===== src/rtl/mem_pkg.sv =====
// Shared types for the tagged memory arbiter: the 72-bit {tag,data} word
// and the CPU prefetch-buffer state.
package mem_pkg;

   localparam int AW_DEFAULT = 20;
   localparam int DATA_W     = 64;
   localparam int TAG_W      = 8;
   localparam int WORD_W     = DATA_W + TAG_W;

   typedef struct packed {
      logic [TAG_W-1:0]  tag;
      logic [DATA_W-1:0] data;
   } tagged_word_t;

   typedef enum logic [1:0] {
      PF_EMPTY = 2'd0,
      PF_PEND  = 2'd1,
      PF_VALID = 2'd2
   } pf_state_t;

   function automatic tagged_word_t make_word(input logic [TAG_W-1:0]  tag,
                                              input logic [DATA_W-1:0] data);
      tagged_word_t w;
      w.tag  = tag;
      w.data = data;
      return w;
   endfunction

endpackage


===== src/rtl/tagmem_arbiter.sv =====
// Shares one synchronous tagged RAM between a CPU address/data bus (with a
// one-word prefetch buffer at the latched address) and a lower-priority DMA port.
module tagmem_arbiter
   import mem_pkg::*;
#(
   parameter int AW = AW_DEFAULT
) (
   input  logic              clk,
   input  logic              reset_n,
   // CPU bus
   input  logic [63:0]       cpu_ad,
   input  logic [7:0]        cpu_tag,
   input  logic              cpu_astb,
   input  logic              cpu_rd,
   input  logic              cpu_wr,
   output logic [63:0]       cpu_rdata,
   output logic [7:0]        cpu_rtag,
   output logic              cpu_err,
   // DMA port
   input  logic              dma_req,
   input  logic              dma_we,
   input  logic [AW-1:0]     dma_addr,
   input  logic [63:0]       dma_wdata,
   input  logic [7:0]        dma_wtag,
   output logic              dma_gnt,
   output logic              dma_rvalid,
   output logic [63:0]       dma_rdata,
   output logic [7:0]        dma_rtag,
   // RAM port
   output logic              ram_en,
   output logic              ram_we,
   output logic [AW-1:0]     ram_addr,
   output logic [WORD_W-1:0] ram_wdata,
   input  logic [WORD_W-1:0] ram_rdata
);

   logic          cmd_astb;
   logic          cmd_wr;
   logic          cmd_rd;
   logic          gnt;
   logic          dma_wr_go;
   logic          dma_rd_go;
   logic          pf_hit;

   tagged_word_t  cpu_wr_word;
   tagged_word_t  dma_wr_word;
   tagged_word_t  ram_word;
   tagged_word_t  rd_word;

   logic [AW-1:0] waddr_reg;
   pf_state_t     pf_st_reg;
   tagged_word_t  pf_word_reg;
   tagged_word_t  cpu_word_reg;
   logic          cpu_err_reg;
   logic          dma_rvalid_reg;

   // One CPU command per cycle: astb beats wr beats rd.
   assign cmd_astb = cpu_astb;
   assign cmd_wr   = cpu_wr & ~cpu_astb;
   assign cmd_rd   = cpu_rd & ~cpu_astb & ~cpu_wr;

   // CPU reads are served from the prefetch path, so only astb/wr own the RAM.
   assign gnt       = reset_n & dma_req & ~cpu_astb & ~cpu_wr;
   assign dma_wr_go = gnt & dma_we;
   assign dma_rd_go = gnt & ~dma_we;

   assign cpu_wr_word = make_word(cpu_tag, cpu_ad);
   assign dma_wr_word = make_word(dma_wtag, dma_wdata);
   assign ram_word    = tagged_word_t'(ram_rdata);

   assign pf_hit = dma_wr_go && (dma_addr == waddr_reg) && (pf_st_reg != PF_EMPTY);

   always_comb begin
      ram_en    = 1'b0;
      ram_we    = 1'b0;
      ram_addr  = dma_addr;
      ram_wdata = dma_wr_word;
      if (reset_n) begin
         if (cmd_astb) begin
            ram_en   = 1'b1;
            ram_addr = cpu_ad[AW-1:0];
         end else if (cmd_wr) begin
            ram_en    = 1'b1;
            ram_we    = 1'b1;
            ram_addr  = waddr_reg;
            ram_wdata = cpu_wr_word;
         end else if (gnt) begin
            ram_en = 1'b1;
            ram_we = dma_we;
         end
      end
   end

   // While the prefetch is in flight the RAM output already holds the word.
   always_comb begin
      rd_word = '0;
      case (pf_st_reg)
         PF_PEND:  rd_word = ram_word;
         PF_VALID: rd_word = pf_word_reg;
         default:  rd_word = '0;
      endcase
   end

   always_ff @(posedge clk or negedge reset_n) begin
      if (!reset_n) begin
         waddr_reg   <= '0;
         pf_st_reg   <= PF_EMPTY;
         pf_word_reg <= '0;
      end else begin
         if (cmd_astb) begin
            waddr_reg <= cpu_ad[AW-1:0];
            pf_st_reg <= PF_PEND;
         end else if (cmd_wr) begin
            pf_word_reg <= cpu_wr_word;
            pf_st_reg   <= PF_VALID;
         end else if (pf_hit) begin
            // A DMA write to the latched address outranks the pending capture.
            pf_word_reg <= dma_wr_word;
            pf_st_reg   <= PF_VALID;
         end else if (pf_st_reg == PF_PEND) begin
            pf_word_reg <= ram_word;
            pf_st_reg   <= PF_VALID;
         end
      end
   end

   always_ff @(posedge clk or negedge reset_n) begin
      if (!reset_n) begin
         cpu_word_reg <= '0;
         cpu_err_reg  <= 1'b0;
      end else if (cmd_rd) begin
         cpu_word_reg <= rd_word;
         if (pf_st_reg == PF_EMPTY) begin
            cpu_err_reg <= 1'b1;
         end
      end
   end

   always_ff @(posedge clk or negedge reset_n) begin
      if (!reset_n) begin
         dma_rvalid_reg <= 1'b0;
      end else begin
         dma_rvalid_reg <= dma_rd_go;
      end
   end

   assign cpu_rdata  = cpu_word_reg.data;
   assign cpu_rtag   = cpu_word_reg.tag;
   assign cpu_err    = cpu_err_reg;
   assign dma_gnt    = gnt;
   assign dma_rvalid = dma_rvalid_reg;
   assign dma_rdata  = ram_word.data;
   assign dma_rtag   = ram_word.tag;

endmodule


===== config.mk =====
export PLATFORM = sky130hd
export DESIGN_NAME = tagmem_arbiter
export DESIGN_NICKNAME = d
export VERILOG_FILES = /design/src/rtl/mem_pkg.sv /design/src/rtl/tagmem_arbiter.sv
export SDC_FILE = /design/constraint.sdc
export NUM_CORES = 1
export LEC_CHECK = 0
export CORE_AREA = 2 2 190 192
export CTS_CLUSTER_SIZE = 16
export DETAILED_ROUTE_END_ITERATION = 7
export DIE_AREA = 0 0 192 194
export PLACE_DENSITY = 0.67
export RECOVER_POWER = 100
export SLEW_MARGIN = 0
export SYNTH_ARGS = -nofsm -noshare
export SYNTH_HDL_FRONTEND = slang
export SYNTH_SLANG_ARGS = --single-unit

===== constraint.sdc =====
create_clock -name clk -period 2.6 [get_ports clk]
set_input_delay 0.26 -clock clk [delete_from_list [all_inputs] [get_ports clk]]
set_output_delay 0.26 -clock clk [all_outputs]
set_load 0.1 [all_outputs]

* Yosys cells after proc, flatten, opt, wreduce, memory -nomap -nowiden *
Cells that the tools add are included.

word-level totals
  register bits after elaboration = 168
  word-level logic and storage cells = 52
  output and inout port bits = 241
  input bits = 243

operators by class
  equal/unequal tests = 3
  bitwise operators = 11
  multiplexer cells = 22
  reduce and logical (&&, ||, !) cells = 8

operator list
  kind                                           count
  two-way mux 72 bit                             6
  one-hot mux 72 bit (2 select lines)            1
  two-way mux 20 bit                             3
  == test 20 bit                                 1
  bitwise AND 1 bit                              8
  two-way mux 1 bit                              8
  two-way mux 2 bit                              4
  AND reduction 2 bit                            2
  nonzero test 4 bit                             1
  NOT 1 bit                                      3
  nonzero test 3 bit                             1
  == test 2 x 1 -> 1 bit, second input constant  1
  == test 2 bit, second input constant           1
  logical AND 1 bit                              2
  zero test 2 bit                                1
  nonzero test 2 bit                             1

* Longest topological paths before layout *
  word-level depth = 9
  gate-level depth with buffers = 8
  gate-level depth less buffers = 6

* Worst setup path before layout *
Ideal clock, no wire load.

  path kind = in2out
  start = input cpu_wr
  end = output ram_wdata[10]
  arrival = 3175 ps
  slack = -835 ps
  stages = 5
  data required time = 2340 ps
  path through = clkbuf_1 > nand3b_1 > clkbuf_1 > clkbuf_1 > o21ai_0

between the ends
  word-level cells in the longest chain between the ends = 4

ends and longest elaborated chain
  element             line                  RTL
  from (decl)         tagmem_arbiter.sv:15  input logic cpu_wr,
  bitwise AND 1 bit   tagmem_arbiter.sv:59  assign cmd_wr = cpu_wr & ~cpu_astb;
  two-way mux 72 bit  tagmem_arbiter.sv:82  end else if (cmd_wr) begin
  two-way mux 72 bit  tagmem_arbiter.sv:79  if (cmd_astb) begin
  two-way mux 72 bit  tagmem_arbiter.sv:78  if (reset_n) begin
  to (decl)           tagmem_arbiter.sv:33  output logic [WORD_W-1:0] ram_wdata,

Every way passes these cells.

* Final worst setup path *
  start = input reset_n
  end = output ram_wdata[6]

between the ends
  word-level cells in the longest chain between the ends = 1

ends and longest elaborated chain
  element             line                  RTL
  from (decl)         tagmem_arbiter.sv:9   input logic reset_n,
  two-way mux 72 bit  tagmem_arbiter.sv:78

Every way passes these cells.

==> reports/metrics.yaml <==
status:
  outcome: "complete, no violations"
pwr:
  powerDensity_nw_per_um2: 644
  ir_worst_vdd_mv: 0.505
  combPwrFrac_pct: 45.1
  seq_power_share_pct: 28.8
  power_mw: 10.9
  leakagePower_nw: 6.97
  power_switching_share_pct: 45.9
  internal_power_mw: 5.89
  p_switching_mw: 4.99
  clockPowerShare_pct: 26.1
synth:
  seq_area_frac_synth_pct: 34.0
  syn_inst: 1396
  synth_seq_cells: 168
  async_reset_ff_share_pct: 100
  yosys-top-cells-count: "dfrtp_1, a211oi_1, inv_1, clkbuf_1, nor2_1"
  syn_area_um2: 12400
  yosysMostFrequentCell: "dfrtp_1"
  syn_nets: 1642
  ys_warn_count: 0
  synth_top_area_cell: "dfrtp_1"
  ys.flop_type: "dfrtp_1"
  synthTopCellsByArea: "dfrtp_1, a211oi_1, a221oi_2"
  avgSynthCellArea_um2: 8.86
  synth_edf_count: 0
  yosys.area.top_type_share_pct: 34.0
  ys_types: 34
min_path:
  hold-path-endpoint: "waddr_reg[9]"
  hold_depth: 2
  hp-start: "cpu_astb"
  hold_path_class: "in2reg"
clocking:
  clock-sinks: 168
  cts_root_buf: "clkbuf_16"
  htree_levels: 4
  cts_resized: 0
  clkTransAtPathRegs_ns: 0.07
  clock_latency_ns: 0.44
  clockBufferDepth: 2
  cts_tree: "built"
  cts_buffers: 17
final_layout:
  regArea_um2: 4200
  syn2layout_area_growth_pct: 36.6
  layout-drive-gt1-share_pct: 14.0
  largest_reg_flops: 72
  fill_cells: 3504
  fin_cells: 2191
  multi_input_area_um2: 6230
  nets: 1961
detailed_routing:
  routed_via_density: 5.43
  remaining_drc_errors: 0
  wl_per_cell_um: 20.9
  antenna_left: 0
  drt-pass1-iter-count: 7
  dr.first_iter.drc_count: 664
  routed_wirelength_um: 45800
  vias: 11895
setup_path:
  r2r-end: "cpu_rdata[48]"
  worstPathRequired_ns: 2.34
  endpoint_kind: "output pin"
  reg2reg_from: "pf_st_reg[0]"
  worstPathMaxFanout: 48
  arrival_ns: 2.26
  worstRegToRegCells: 4
  critPathKind: "in2out"
  start_kind: "input pin"
  rrSetupSlack_ns: 0.22
sta:
  max_slew.worst_pin.slew_ns: 1.43
  min_period_ns: 2.52
  skew_ns: 0.0111
  finalHoldViolations: 0
  fin_crit_sh_pct: 96.9
  fmax_mhz: 397
  timing.setup.tns_ns: 0
  rsz0062_at_grt: "no"
  setup_violations: 0
  slew_headroom_pct: 4.35
  maxSlewViolCount: 0
grt:
  grt_usage_pct: 24.0
  gr-total-overflow: 0
  antenna_found_initial: 2
  grt_pass1_wl_um: 69600
  grt_pass1_vias: 11728
  grt_max_degree: 134
floorplan:
  rows: 69
  start_util_pct: 35.1
  fp.dieW_um: 192
  dieArea_um2: 37200
  ios: 484
  core_area_um2: 35200
  die_h_um: 194
flow_run:
  maxCapViolCount: 0
placement:
  gp_congestion: 0.859
  dp.cells: 2155
  dp_hpwl_um: 33000
  place.port_buffers: 483
==> layer usage <==
metal,GRT usage (%),part of all wire (%),vias to the layer above
li1,-,-,5621
met1,29.7,40,5766
met2,41.1,50,452
met3,5.50,7.5,54
met4,7.83,2.4,2
met5,0,0.028,-
==> through the flow <==
stage                     utilization [%]  setup WS, ns  hold slack (ns)  area (um^2)
after detailed placement             50.7         0.105            0.160        17900
final                                47.9        0.0812            0.295        16900
after CTS                            52.6         0.132            0.265        18500
after global routing                 47.9        0.0207            0.275        16900
after global placement               50.7         0.152            0.160        17900
after floorplan                         -        -0.651          -0.0356        12500
==> how the worst max path moves through the flow <==
stage / from / end / slack, ns
after detailed placement: dma_addr[0] / pf_word_reg[43] / 0.11
final: reset_n / ram_wdata[6] / 0.08
after CTS: reset_n / ram_wdata[43] / 0.13
after global placement: dma_addr[16] / pf_word_reg[52] / 0.15
after global routing: reset_n / ram_wdata[14] / 0.02
after floorplan: cpu_wr / ram_wdata[0] / -0.65
==> final cells by class <==
type / instances / share of cell area (%)
Clock inverter: 15 / 1.26
Tap cell: 461 / 3.42
Timing Repair Buffer: 515 / 27.9
Multi-Input combinational cell: 872 / 36.9
Inverter: 141 / 3.13
Sequential cell: 168 / 24.9
Clock buffer: 17 / 2.52
Antenna cell: 2 / 0.0296
==> cells by family after synthesis <==
logic type	share of synthesized area, %
fa+ha+maj	0.304
mux	4.19
simple gates	13.0
flops	34.0
compound gates	33.0
buf+inv	14.0
xor+xnor	1.42
==> cells in the final DEF (no fill, tap or decap), types with 4 or more instances in the layout <==
master,instances
clkdlybuf4s50_1,239
dfrtp_1,168
clkbuf_1,146
a211oi_1,144
inv_1,140
nor2_1,77
nand2_1,73
nor2b_1,73
a22oi_1,72
a22o_1,72
a221oi_1,67
nor3b_1,66
a21oi_1,66
buf_12,64
o21ai_2,50
buf_4,29
mux2_1,27
clkbuf_2,23
xnor2_1,20
mux2_2,19
clkbuf_16,17
o21ai_0,15
buf_6,8
o22a_1,6
a221oi_2,5
inv_6,5
nand4_1,4
bufinv_16,4
==> power groups by stage <==
stage               Clock [mW]  Sequential, mW  Combinational, mW
floorplan                    0            4.21               2.66
global placement             0            3.18               5.38
detailed placement           0            3.19               5.42
CTS                       2.88            3.14               5.43
global route              2.99            3.18               5.12
finish                    2.84            3.14               4.90
==> repair_timing <==
action	4_1_cts	5_1_grt
buffers inserted	0	0
hold endpoints to repair	21	0
hold buffers	2	0
==> worst max-delay path, stage by stage <==
cell and delay (ns):
dlygate4sd3_1 0.54, clkbuf_8 0.18, nand3b_1 0.20, buf_12 0.26
o21ai_0 0.27, clkbuf_2 0.53
Power figures use the tool's default switching activity.
